--- config.mk ---
export PLATFORM = sky130hd
export DESIGN_NAME = instr_fetch_unit_flat
export DESIGN_NICKNAME = d
export VERILOG_FILES = /design/src/rtl/rv_pkg.sv /design/src/rtl/instr_fetch_unit_if.sv /design/src/rtl/fetch_fifo.sv /design/src/rtl/instr_fetch_unit.sv /design/src/flat_wrapper.sv
export SDC_FILE = /design/constraint.sdc
export NUM_CORES = 1
export LEC_CHECK = 0
export ABC_AREA = 1
export CAP_MARGIN = 15
export CORE_ASPECT_RATIO = 0.5
export CORE_UTILIZATION = 25
export DETAILED_ROUTE_END_ITERATION = 12
export PLACE_DENSITY = 0.5
export SLEW_MARGIN = 20
export SYNTH_ARGS = -nofsm -noshare
export SYNTH_HDL_FRONTEND = slang
export SYNTH_HIERARCHICAL = 1
export SYNTH_SLANG_ARGS = --single-unit
--- constraint.sdc ---
create_clock -name clk -period 12.11 [get_ports clk]
set_input_delay 1.211 -clock clk [delete_from_list [all_inputs] [get_ports clk]]
set_output_delay 1.211 -clock clk [all_outputs]
set_load 0.1 [all_outputs]
--- src/rtl/rv_pkg.sv ---
// Shared RV32 fetch/decode definitions: NOP encoding, base opcodes and the fetch FSM state type.
package rv_pkg;

    localparam logic [31:0] NOP_INSTR  = 32'h0000_0013;

    localparam logic [6:0]  OPC_OP_IMM = 7'b0010011;
    localparam logic [6:0]  OPC_OP     = 7'b0110011;
    localparam logic [6:0]  OPC_LOAD   = 7'b0000011;
    localparam logic [6:0]  OPC_STORE  = 7'b0100011;
    localparam logic [6:0]  OPC_BRANCH = 7'b1100011;
    localparam logic [6:0]  OPC_JAL    = 7'b1101111;
    localparam logic [6:0]  OPC_JALR   = 7'b1100111;

    typedef enum logic [1:0] {
        IDLE,
        RUN,
        FLUSH,
        HALT
    } fetch_state_t;

endpackage

--- src/rtl/instr_fetch_unit_if.sv ---
// Instruction-memory req/gnt/rvalid bus plus the valid/ready hand-off to decode.
interface instr_fetch_unit_if #(
    parameter int unsigned XLEN = 32
);
    logic            imem_req_o;
    logic [XLEN-1:0] imem_addr_o;
    logic            imem_gnt_i;
    logic            imem_rvalid_i;
    logic [XLEN-1:0] imem_rdata_i;

    logic            instr_valid_o;
    logic            instr_ready_i;
    logic [XLEN-1:0] instr_o;
    logic [XLEN-1:0] pc_o;
    logic [XLEN-1:0] pc_plus4_o;

    modport master (
        output imem_req_o, imem_addr_o,
        input  imem_gnt_i, imem_rvalid_i, imem_rdata_i,
        output instr_valid_o, instr_o, pc_o, pc_plus4_o,
        input  instr_ready_i
    );

    modport slave (
        input  imem_req_o, imem_addr_o,
        output imem_gnt_i, imem_rvalid_i, imem_rdata_i,
        input  instr_valid_o, instr_o, pc_o, pc_plus4_o,
        output instr_ready_i
    );
endinterface

--- src/rtl/fetch_fifo.sv ---
// Small synchronous FIFO holding fetched {pc, instr} pairs; clear empties it in one cycle.
module fetch_fifo #(
    parameter int unsigned DEPTH = 2,
    parameter int unsigned WIDTH = 64
) (
    input  logic                       clk,
    input  logic                       rst_n,
    input  logic                       push,
    input  logic                       pop,
    input  logic                       clear,
    input  logic [WIDTH-1:0]           wdata,
    output logic [WIDTH-1:0]           rdata,
    output logic [$clog2(DEPTH+1)-1:0] count,
    output logic                       empty,
    output logic                       full
);
    localparam int unsigned AW = (DEPTH > 1) ? $clog2(DEPTH) : 1;
    localparam int unsigned CW = $clog2(DEPTH + 1);

    logic [WIDTH-1:0] mem_q [DEPTH];
    logic [AW-1:0]    rd_ptr_q, wr_ptr_q;
    logic [CW-1:0]    count_q;
    logic             do_push, do_pop;

    function automatic logic [AW-1:0] ptr_inc(input logic [AW-1:0] p);
        return (p == AW'(DEPTH - 1)) ? '0 : p + AW'(1);
    endfunction

    assign empty   = (count_q == '0);
    assign full    = (count_q == CW'(DEPTH));
    assign count   = count_q;
    assign rdata   = mem_q[rd_ptr_q];
    assign do_pop  = pop & ~empty;
    assign do_push = push & (~full | do_pop);

    always_ff @(posedge clk or negedge rst_n) begin
        if (!rst_n) begin
            rd_ptr_q <= '0;
            wr_ptr_q <= '0;
            count_q  <= '0;
        end else if (clear) begin
            rd_ptr_q <= '0;
            wr_ptr_q <= '0;
            count_q  <= '0;
        end else begin
            if (do_push) wr_ptr_q <= ptr_inc(wr_ptr_q);
            if (do_pop)  rd_ptr_q <= ptr_inc(rd_ptr_q);
            count_q <= count_q + CW'(do_push) - CW'(do_pop);
        end
    end

    always_ff @(posedge clk) begin
        if (do_push && !clear) mem_q[wr_ptr_q] <= wdata;
    end
endmodule

--- src/rtl/instr_fetch_unit.sv ---
// Fetch stage: owns the PC, issues in-order word fetches, buffers responses for decode and
// redirects on PCSrc, dropping responses still in flight from the old path.
module instr_fetch_unit
    import rv_pkg::*;
#(
    parameter int unsigned     XLEN       = 32,
    parameter logic [XLEN-1:0] RESET_PC   = '0,
    parameter int unsigned     FIFO_DEPTH = 2
) (
    input  logic                clk,
    input  logic                rst_n,
    input  logic                pc_src_i,
    input  logic [XLEN-1:0]     pc_target_i,
    output logic                fetch_fault_o,
    instr_fetch_unit_if.master  bus
);
    localparam int unsigned CW = $clog2(FIFO_DEPTH + 1);

    fetch_state_t    state_q, state_d;
    logic [XLEN-1:0] fetch_pc_q, fetch_pc_d;
    logic [CW-1:0]   outstanding_q, outstanding_d, discard_q, discard_d, resp_left, count;
    logic            fault_q, fault_d;
    logic            granted, take, redirect, misaligned;
    logic            push, pop, clear, empty, full;
    logic [XLEN-1:0] head_pc, head_instr, rsp_pc;
    logic [CW:0]     in_use;

    assign granted    = bus.imem_req_o & bus.imem_gnt_i;
    assign take       = bus.instr_valid_o & bus.instr_ready_i;
    assign redirect   = take & pc_src_i;
    assign misaligned = (pc_target_i[1:0] != 2'b00);
    assign in_use     = {1'b0, outstanding_q} + {1'b0, count};
    assign resp_left  = outstanding_q + CW'(granted) - CW'(bus.imem_rvalid_i);
    // Fetches are sequential, so the oldest in-flight word sits 4*outstanding behind fetch_pc.
    assign rsp_pc     = fetch_pc_q - (XLEN'(outstanding_q) << 2);

    fetch_fifo #(
        .DEPTH (FIFO_DEPTH),
        .WIDTH (2 * XLEN)
    ) u_fifo (
        .clk   (clk),
        .rst_n (rst_n),
        .push  (push),
        .pop   (pop),
        .clear (clear),
        .wdata ({rsp_pc, bus.imem_rdata_i}),
        .rdata ({head_pc, head_instr}),
        .count (count),
        .empty (empty),
        .full  (full)
    );

    always_ff @(posedge clk or negedge rst_n) begin
        if (!rst_n) state_q <= IDLE;
        else        state_q <= state_d;
    end

    always_comb begin
        state_d = state_q;
        unique case (state_q)
            IDLE:  state_d = RUN;
            RUN: begin
                if (redirect) begin
                    if (misaligned)            state_d = HALT;
                    else if (resp_left != '0)  state_d = FLUSH;
                    else                       state_d = RUN;
                end
            end
            FLUSH: if (discard_q == CW'(bus.imem_rvalid_i)) state_d = RUN;
            HALT:  state_d = HALT;
            default: state_d = IDLE;
        endcase
    end

    always_comb begin
        bus.imem_req_o    = (state_q == RUN) && (in_use < (CW+1)'(FIFO_DEPTH));
        bus.imem_addr_o   = fetch_pc_q;
        bus.instr_valid_o = (state_q == RUN) && !empty;
        bus.instr_o       = empty ? XLEN'(NOP_INSTR) : head_instr;
        bus.pc_o          = empty ? '0 : head_pc;
        bus.pc_plus4_o    = (empty ? '0 : head_pc) + XLEN'(4);
        fetch_fault_o     = fault_q;
    end

    always_comb begin
        fetch_pc_d    = fetch_pc_q;
        outstanding_d = outstanding_q;
        discard_d     = discard_q;
        fault_d       = fault_q;
        push          = 1'b0;
        pop           = 1'b0;
        clear         = 1'b0;
        unique case (state_q)
            RUN: begin
                if (granted) fetch_pc_d = fetch_pc_q + XLEN'(4);
                outstanding_d = resp_left;
                if (redirect) begin
                    clear         = 1'b1;
                    outstanding_d = '0;
                    if (misaligned) begin
                        fault_d = 1'b1;
                    end else begin
                        fetch_pc_d = pc_target_i;
                        discard_d  = resp_left;
                    end
                end else begin
                    push = bus.imem_rvalid_i;
                    pop  = take;
                end
            end
            FLUSH: if (bus.imem_rvalid_i) discard_d = discard_q - CW'(1);
            default: ;
        endcase
    end

    always_ff @(posedge clk or negedge rst_n) begin
        if (!rst_n) begin
            fetch_pc_q    <= RESET_PC;
            outstanding_q <= '0;
            discard_q     <= '0;
            fault_q       <= 1'b0;
        end else begin
            fetch_pc_q    <= fetch_pc_d;
            outstanding_q <= outstanding_d;
            discard_q     <= discard_d;
            fault_q       <= fault_d;
        end
    end

    // The outstanding cap must keep every push clear of a full buffer.
    assert property (@(posedge clk) disable iff (!rst_n) !(push && full && !pop));
endmodule

--- src/flat_wrapper.sv ---
// flat-port wrapper written by rule: the top's interface ports become plain ports
module instr_fetch_unit_flat import rv_pkg::*;
#(
    parameter int unsigned     XLEN       = 32,
    parameter logic [XLEN-1:0] RESET_PC   = '0,
    parameter int unsigned     FIFO_DEPTH = 2
)
  (clk, rst_n, pc_src_i, pc_target_i, fetch_fault_o, bus_imem_req_o, bus_imem_addr_o, bus_imem_gnt_i, bus_imem_rvalid_i, bus_imem_rdata_i, bus_instr_valid_o, bus_instr_o, bus_pc_o, bus_pc_plus4_o, bus_instr_ready_i);
  instr_fetch_unit_if #(.XLEN(XLEN)) bus_i ();
  input  logic clk;
  input  logic rst_n;
  input  logic pc_src_i;
  input  logic [XLEN-1:0] pc_target_i;
  output logic fetch_fault_o;
  output wire logic [$bits(bus_i.imem_req_o)-1:0] bus_imem_req_o;
  output wire logic [$bits(bus_i.imem_addr_o)-1:0] bus_imem_addr_o;
  input wire logic [$bits(bus_i.imem_gnt_i)-1:0] bus_imem_gnt_i;
  input wire logic [$bits(bus_i.imem_rvalid_i)-1:0] bus_imem_rvalid_i;
  input wire logic [$bits(bus_i.imem_rdata_i)-1:0] bus_imem_rdata_i;
  output wire logic [$bits(bus_i.instr_valid_o)-1:0] bus_instr_valid_o;
  output wire logic [$bits(bus_i.instr_o)-1:0] bus_instr_o;
  output wire logic [$bits(bus_i.pc_o)-1:0] bus_pc_o;
  output wire logic [$bits(bus_i.pc_plus4_o)-1:0] bus_pc_plus4_o;
  input wire logic [$bits(bus_i.instr_ready_i)-1:0] bus_instr_ready_i;
  assign bus_imem_req_o = bus_i.imem_req_o;
  assign bus_imem_addr_o = bus_i.imem_addr_o;
  assign bus_i.imem_gnt_i = bus_imem_gnt_i;
  assign bus_i.imem_rvalid_i = bus_imem_rvalid_i;
  assign bus_i.imem_rdata_i = bus_imem_rdata_i;
  assign bus_instr_valid_o = bus_i.instr_valid_o;
  assign bus_instr_o = bus_i.instr_o;
  assign bus_pc_o = bus_i.pc_o;
  assign bus_pc_plus4_o = bus_i.pc_plus4_o;
  assign bus_i.instr_ready_i = bus_instr_ready_i;
  instr_fetch_unit #(.XLEN(XLEN), .RESET_PC(RESET_PC), .FIFO_DEPTH(FIFO_DEPTH)) u_core (.clk(clk), .rst_n(rst_n), .pc_src_i(pc_src_i), .pc_target_i(pc_target_i), .fetch_fault_o(fetch_fault_o), .bus(bus_i));
endmodule
### Word level (Yosys, flattened, before mapping)

Memory sizes are Yosys's and may differ from the RTL's.
Cells that the tools add are included.

| storage, ports and cells | value |
|---|---|
| register bits after elaboration | 43 |
| memory bits (writable) | 128 |
| bits of input ports | 70 |
| output and inout port bits | 131 |
| memories | 1 |

| operators by class | value |
|---|---|
| add/sub/neg operators | 11 |
| magnitude comparators | 1 |
| equality and inequality tests | 9 |
| multiplexer cells | 30 |
| bitwise gates (word level) | 8 |
| reductions and logical operators | 15 |

Memory list:

| memory | words | width | read ports | clocked after Yosys merged registers in | write ports | line | RTL |
|---|---|---|---|---|---|---|---|
| u_core.u_fifo.mem_q | 2 | 64 | 1 | 0 | 1 | fetch_fifo.sv:20 | `logic [WIDTH-1:0] mem_q [DEPTH];` |

Operator list:

| operator | count |
|---|---|
| $mux 32 | 5 |
| $add 32x3->32 const B | 2 |
| $sub 32x4->32 | 1 |
| $mux 2 | 9 |
| $mux 1 | 14 |
| $reduce_bool 2->1 | 5 |
| $pmux 2 s4 | 1 |
| $eq 2x2->1 const B | 3 |
| $and 1x1->1 | 5 |
| $add 2x1->2 | 2 |
| $logic_not 2->1 | 2 |
| $ne 2x1->1 const B | 2 |
| $ne 2x2->1 const B | 2 |
| $pmux 2 s2 | 1 |
| $reduce_and 4->1 | 1 |
| $sub 2x1->2 | 2 |
| $add 2x2->3 | 1 |
| $logic_and 1x1->1 | 3 |
| $lt 3x2->1 const B | 1 |
| $reduce_and 3->1 | 1 |
| $add 1x1->1 const B | 2 |
| $eq 2x1->1 | 1 |
| $eq 2x1->1 const B | 1 |
| $logic_not 1->1 | 2 |
| other kinds (4) | 5 |

### Depth between registers and ports, before layout

Gate-level depths: netlist of run 1.

| logic depth | value |
|---|---|
| word-level depth | 13 |
| mapped depth | 19 |
| depth with buffers taken out | 19 |

### Hierarchy

The synthesis of run 1 kept the hierarchy.

By module, submodules not included:

| module | times used | cells each | area an instance (sq um) | seq. area each (sq um) |
|---|---|---|---|---|
| instr_fetch_unit | 1 | 877 | 5033.6 | 975.9 |
| fetch_fifo | 1 | 373 | 4927.2 | 3943.8 |

### Least setup slack after synthesis of run 1

No wires, ideal clock.

| timing | value |
|---|---|
| path type | input to register |
| from | input pc_src_i |
| to | memory u_core.u_fifo.mem_q[1][0] (enable) |
| library setup time | 0.565 ns |
| arrival | 6.068 ns |
| data required time | 11.545 ns |
| setup slack | 5.477 ns |
| cell stages on the path | 7 |
| path buffers | 0 |
| path through | inv_1 > nor2_4 > nor2_1 > nand2_1 > inv_1 > o21ai_2 > nor3_1 |

| on the way | value |
|---|---|
| elaborated cells between the ends (all ways) | 14 |
| those cells by class | mux (8); bitwise (4); reduce/logical (2) |

RTL lines:

| element | line | RTL |
|---|---|---|
| from (decl) | flat_wrapper.sv:12 | `input logic pc_src_i;` |
| $and 1x1->1 | instr_fetch_unit.sv:30 | `assign redirect = take & pc_src_i;` |
| $mux 1 | instr_fetch_unit.sv:97 | `if (redirect) begin` |
| $mux 1 | instr_fetch_unit.sv:93 | `unique case (state_q)` |
| via u_core.clear | instr_fetch_unit.sv:24 | `logic push, pop, clear, empty, full;` |
| $logic_not 1->1 | fetch_fifo.sv:53 | `if (do_push && !clear) mem_q[wr_ptr_q] <= wdata;` |
| $logic_and 1x1->1 | fetch_fifo.sv:53 |  |
| $mux 1 | fetch_fifo.sv:53 |  |
| $mux 1 (not written as such) | fetch_fifo.sv:53 |  |
| to (decl) | fetch_fifo.sv:20 |  |

The timed path passes the listed nets, and every way through them passes these cells.

### Worst setup path in the final report of run 1

| timing | value |
|---|---|
| from | register u_core.u_fifo.rd_ptr_q |
| to | output bus_pc_plus4_o[26] |

| on the way | value |
|---|---|
| word-level cells in the longest chain between the ends | 3 |

Ends and longest elaborated chain:

| element | line | RTL |
|---|---|---|
| from (decl) | fetch_fifo.sv:21 | `logic [AW-1:0] rd_ptr_q, wr_ptr_q;` |
| from (signal assigned) | fetch_fifo.sv:47 | `if (do_pop) rd_ptr_q <= ptr_inc(rd_ptr_q);` |
| $mem_v2 2x64 | -- |  |
| via u_core.head_pc[2] | instr_fetch_unit.sv:25 | `logic [XLEN-1:0] head_pc, head_instr, rsp_pc;` |
| $mux 32 | instr_fetch_unit.sv:81 | `bus.pc_plus4_o = (empty ? '0 : head_pc) + XLEN'(4);` |
| $add 32x3->32 | instr_fetch_unit.sv:81 |  |
| to (decl) | flat_wrapper.sv:23 | `output wire logic [$bits(bus_i.pc_plus4_o)-1:0] bus_pc_plus4_o;` |

The timed path passes the listed nets, and every way through them passes these cells.

==> results of run 1 <==
[placed cells by master, fill, tap and decap left out, types with 10 or more instances in the layout]
| cell type | instances |
|---|---|
| nor2_4 | 10 |
| inv_1 | 152 |
| clkbuf_16 | 17 |
| clkdlybuf4s50_1 | 199 |
| nand3_1 | 77 |
| nand4_1 | 13 |
| nor2_2 | 17 |
| nand2_1 | 423 |
| nor3_1 | 23 |
| nor2_1 | 154 |
| dfrtp_1 | 42 |
| inv_2 | 10 |
| o21ai_0 | 35 |
| xor2_1 | 40 |
| edfxtp_1 | 128 |
[per-layer routing]
layer | share of wire (%) | routed length (µm)
met4 | 1.7 | 512
met1 | 44 | 13300
met2 | 52 | 15600
met5 | 0 | 0
met3 | 2.7 | 812
[worst paths after layout]
path	end	slack, ps	cells after the start
min in group asynchronous	u_core/bus.imem_addr_o[4]	890	2
worst min register to register	u_core/u_fifo/mem_q[1][33]	510	0
max in group asynchronous	u_core/u_fifo/rd_ptr_q	10770	2
worst max-delay path	bus_pc_plus4_o[26]	6500	13
worst max register to register	u_core/u_fifo/mem_q[1][15]	8450	13
worst min-delay path	u_core/u_fifo/mem_q[1][33]	510	0
[stage by stage]
| step | cell area, µm² | hold WS [ps] | utilization (%) |
|---|---|---|---|
| 2_1_floorplan | 9960 | 465 | - |
| 3_3_place_gp | 12400 | 492 | 31.6 |
| 3_5_place_dp | 12400 | 493 | 31.6 |
| 4_1_cts | 12900 | 516 | 33.1 |
| 5_1_grt | 12900 | 530 | 33.1 |
| 6_report | 12900 | 509 | 33.1 |
[flip-flops by register name, summed over array words and instances, names as in the netlist]
name,count
u_core/u_fifo/count,2
u_core/bus.imem_addr_o,32
u_core/u_fifo/wr_ptr_q,1
u_core/u_fifo/rd_ptr_q,1
u_core/discard_q,2
u_core/state_q,2
u_core/fetch_fault_o,1
u_core/u_fifo/mem_q,128
u_core/outstanding_q,2
[worst reg2reg max path: cells and delay by family, from the launching register on]
kind / cells / cell delay (ps)
AND/OR/NAND/NOR: 6 / 710
AO/OA/AOI/OAI: 1 / 110
buffers and inverters: 6 / 2010
flip-flops: 1 / 420
[layout make-up]
type / instances / share of cell area [%]
diodes: 1 / 0.0194
clock inverters: 14 / 1.04
flip-flops and latches: 171 / 38.1
repair buffers: 207 / 15.9
clock buffers: 18 / 3.32
well taps: 530 / 5.13
inverters: 162 / 4.71
multi-input cells: 864 / 31.8
==> results.py, run 1 <==
metrics = {
    "run_status": {
        "status": "finished clean",
    },
    "global_routing": {
        "met2_usage_pct": 26.3,
        "use_met1_pct": 18.5,
        "busiest_layer": "met2",
        "grt_pass1_vias": 8006,
        "grt_usage_pct": 14.7,
        "antenna_found_initial": 0,
        "grt_pass1_wl_mm": 46.1,
        "grt_max_degree": 66,
        "overflow": 0,
        "gr-usage-met3_pct": 1.96,
    },
    "synth": {
        "synth_area_mm2": 0.00996,
        "syn_avg_cell_area_um2": 7.97,
        "synth_fp_nets": 1328,
        "yosys_warnings": 6,
        "synthCells": 1249,
    },
    "critical_path": {
        "required_ps": 10900,
        "critPathMaxStageDelay_ps": 1150,
        "arrival_ps": 4400,
        "crit_buf_inv": 5,
        "timing.rr.start": "u_core/u_fifo/count[1]",
        "critPathMaxFanout": 45,
        "crit_slowest_cell": "clkdlybuf4s50_1",
        "critPathLaunchType": "flop",
        "end_kind": "output pin",
        "path_class": "reg2out",
        "critPathLaunch": "u_core/u_fifo/rd_ptr_q",
        "crit_family": "buffers and inverters",
        "path_cells": "inv_2 > buf_4 > nand2_1 > nand2_1 > inv_1 > nor2_1 > ha_1 > nand3_1 > inv_1 > nand2_2 > nor3_2 > xor2_1 > clkdlybuf4s50_1",
    },
    "route": {
        "routed_wl_mm": 30.3,
        "final_antenna_net_count": 0,
        "wl_per_cell_um": 15.4,
        "drc": 0,
        "num_vias": 8410,
        "dr.first_iter.drc_count": 517,
        "dr.pass1.iters": 5,
        "viasPerCell": 4.28,
    },
    "sta": {
        "setup_slack_ps": 6500,
        "worst-slew-pin-transition_ps": 1070,
        "hold_viol": 0,
        "post-route-min-period_ps": 5610,
        "finalCritPeriodShare_pct": 46.3,
        "fin_skew_ps": 8.62,
        "finalSetupTns_ps": 0,
        "slew_viol_final": 0,
        "setup_viol": 0,
        "maxSlewHeadroom_pct": 28.5,
        "grt_setup_unrepaired": "false",
        "max_freq_ghz": 0.178,
    },
    "die": {
        "dieHeight_um": 143,
        "start_util_pct": 25.5,
        "pin_count": 201,
        "core_area_mm2": 0.0391,
        "dieArea_mm2": 0.0407,
        "die_w_um": 284,
        "rows": 51,
    },
    "finish": {
        "seqCellArea_mm2": 0.00492,
        "drive_gt1_share_pct": 6.89,
        "nFillCells": 4150,
        "final_nets": 1502,
        "multiInputGateArea_mm2": 0.00411,
        "syn_to_final_growth_pct": 29.7,
        "fin_cells": 1967,
    },
    "cts": {
        "cts_sinks": 171,
        "holdBufCountCts": 0,
        "root_buffer": "clkbuf_16",
        "postCtsSetupRepairBufs": 0,
        "cts.repair.resized": 0,
        "numCtsBuffers": 17,
        "htreeDepth": 4,
        "cts_tree": "done",
        "cts_buffer_depth": 2,
        "clk_pin_slew_ps": 70,
        "insertion_delay_ps": 430,
    },
    "min_path": {
        "hp-start": "u_core/bus.imem_addr_o[1]",
        "holdCritPathClass": "reg2reg",
    },
    "flow_run": {
        "maxCapViolCount": 0,
    },
    "placement": {
        "dp_hpwl_mm": 22.5,
        "numPortBuffers": 200,
        "gp_congestion": 0.947,
        "post-place-ws_ps": 6920,
        "placed_cells": 1934,
    },
}
Power of run 1 is left out: the tool's default activity adds up to more than one toggle a clock period on the data nets, which glitch-free logic cannot reach.
==> run 2, diff against run 1 <==
==> constraint.sdc (replaced) <==
create_clock -name clk -period 5.8 [get_ports clk]
set_input_delay 0.58 -clock clk [delete_from_list [all_inputs] [get_ports clk]]
set_output_delay 0.58 -clock clk [all_outputs]
set_load 0.1 [all_outputs]
==> results.py, run 2 (synthesis results as in run 1) <==
metrics = {
    "die": {
        "core_area_mm2": 0.0391,
        "die_w_um": 284,
        "start_util_pct": 25.5,
        "pin_count": 201,
        "dieArea_mm2": 0.0407,
        "dieHeight_um": 143,
        "rows": 51,
    },
    "route": {
        "wl_per_cell_um": 15.5,
        "num_vias": 8317,
        "dr.first_iter.drc_count": 446,
        "routed_wl_mm": 30.4,
        "dr.pass1.iters": 5,
        "final_antenna_net_count": 0,
        "viasPerCell": 4.23,
        "drc": 0,
    },
    "sta": {
        "setup_viol": 0,
        "post-route-min-period_ps": 4510,
        "fin_skew_ps": 13.5,
        "grt_setup_unrepaired": "false",
        "worst-slew-pin-transition_ps": 1070,
        "slew_viol_final": 0,
        "hold_viol": 0,
        "maxSlewHeadroom_pct": 28.2,
        "finalSetupTns_ps": 0,
        "setup_slack_ps": 1290,
        "max_freq_ghz": 0.222,
        "finalCritPeriodShare_pct": 77.8,
    },
    "global_routing": {
        "antenna_found_initial": 0,
        "grt_pass1_wl_mm": 46.3,
        "grt_pass1_vias": 8020,
        "grt_usage_pct": 14.8,
        "overflow": 0,
        "grt_max_degree": 66,
    },
    "critical_path": {
        "critPathMaxFanout": 32,
        "critPathLaunchType": "flop",
        "arrival_ps": 3930,
        "path_class": "reg2out",
        "required_ps": 5220,
        "end_kind": "output pin",
    },
    "cts": {
        "postCtsSetupRepairBufs": 0,
        "cts.repair.resized": 0,
        "clk_pin_slew_ps": 70,
        "holdBufCountCts": 0,
        "cts_tree": "done",
        "insertion_delay_ps": 450,
        "root_buffer": "clkbuf_16",
        "cts_buffer_depth": 2,
        "numCtsBuffers": 17,
        "htreeDepth": 4,
        "cts_sinks": 171,
    },
    "flow_run": {
        "maxCapViolCount": 0,
    },
    "placement": {
        "post-place-ws_ps": 1700,
        "dp_hpwl_mm": 23.2,
        "numPortBuffers": 200,
        "gp_congestion": 0.896,
    },
    "finish": {
        "utilization_pct": 33.0,
        "final_common_cell": "nand2_1",
        "final_nets": 1502,
        "regMostFlops": "u_core/u_fifo/mem_q",
        "final_cell_mix": "nand2_1, clkdlybuf4s50_1, nor2_1",
        "drive_gt1_share_pct": 8.57,
        "syn_to_final_growth_pct": 29.6,
        "n_antenna_cell": 0,
        "largest_reg_flops": 128,
    },
    "run_status": {
        "status": "finished clean",
    },
    "min_path": {
        "holdCritPathClass": "in2async",
    },
}
[run 2: through the flow]
step / std cells / hold slack (ps) / area, µm²
finish: 1966 / 233 / 12900
global route: 1966 / 265 / 12900
CTS: 1966 / 251 / 12900
detailed placement: 1934 / 495 / 12300
global placement: 1934 / 489 / 12300
floorplan: 1249 / 284 / 9960
[run 2: area by class of cell]
class | instances | area [µm²]
clock buffer | 18 | 429
clock inverter | 14 | 159
fill | 4137 | 26200
inverter | 162 | 608
multi-input combinational | 864 | 4120
sequential | 171 | 4920
tap | 530 | 663
timing repair buffer | 207 | 2000
[run 2: worst paths after layout]
check                      cells after the start                    endpoint                 startpoint  slack (ps)
setup / recovery                              12          bus_pc_plus4_o[19]     u_core/u_fifo/count[1]        1290
hold / removal                                 2   u_core/bus.imem_addr_o[4]                      rst_n         230
setup reg to reg                              12   u_core/u_fifo/mem_q[0][1]     u_core/u_fifo/count[1]        2380
hold reg to reg                                0  u_core/u_fifo/mem_q[1][33]  u_core/bus.imem_addr_o[1]         510
max in group asynchronous                      2      u_core/u_fifo/rd_ptr_q                      rst_n        5100
min in group clk                               0  u_core/u_fifo/mem_q[1][33]  u_core/bus.imem_addr_o[1]         510
[run 2: per-layer routing]
metal / vias up / wire length [µm] / GRT usage [%]
met5: - / 0 / 0
met4: 0 / 538 / 4.56
met3: 28 / 743 / 2.19
met2: 111 / 15700 / 26.8
met1: 3908 / 13400 / 18.1
li1: 4270 / - / -
[run 2: worst max-delay path, cell delays in order (launching register included)]
cell and delay (ps):
dfrtp_1 420, inv_1 80, nand2_1 100, inv_2 460
buf_4 510, nor2_4 90, nand2_1 110, inv_1 60
nand3_1 120, nor2_1 70, nand3_1 80, xor2_1 210
clkdlybuf4s50_1 1160
Power of run 2 is left out for the same reason.
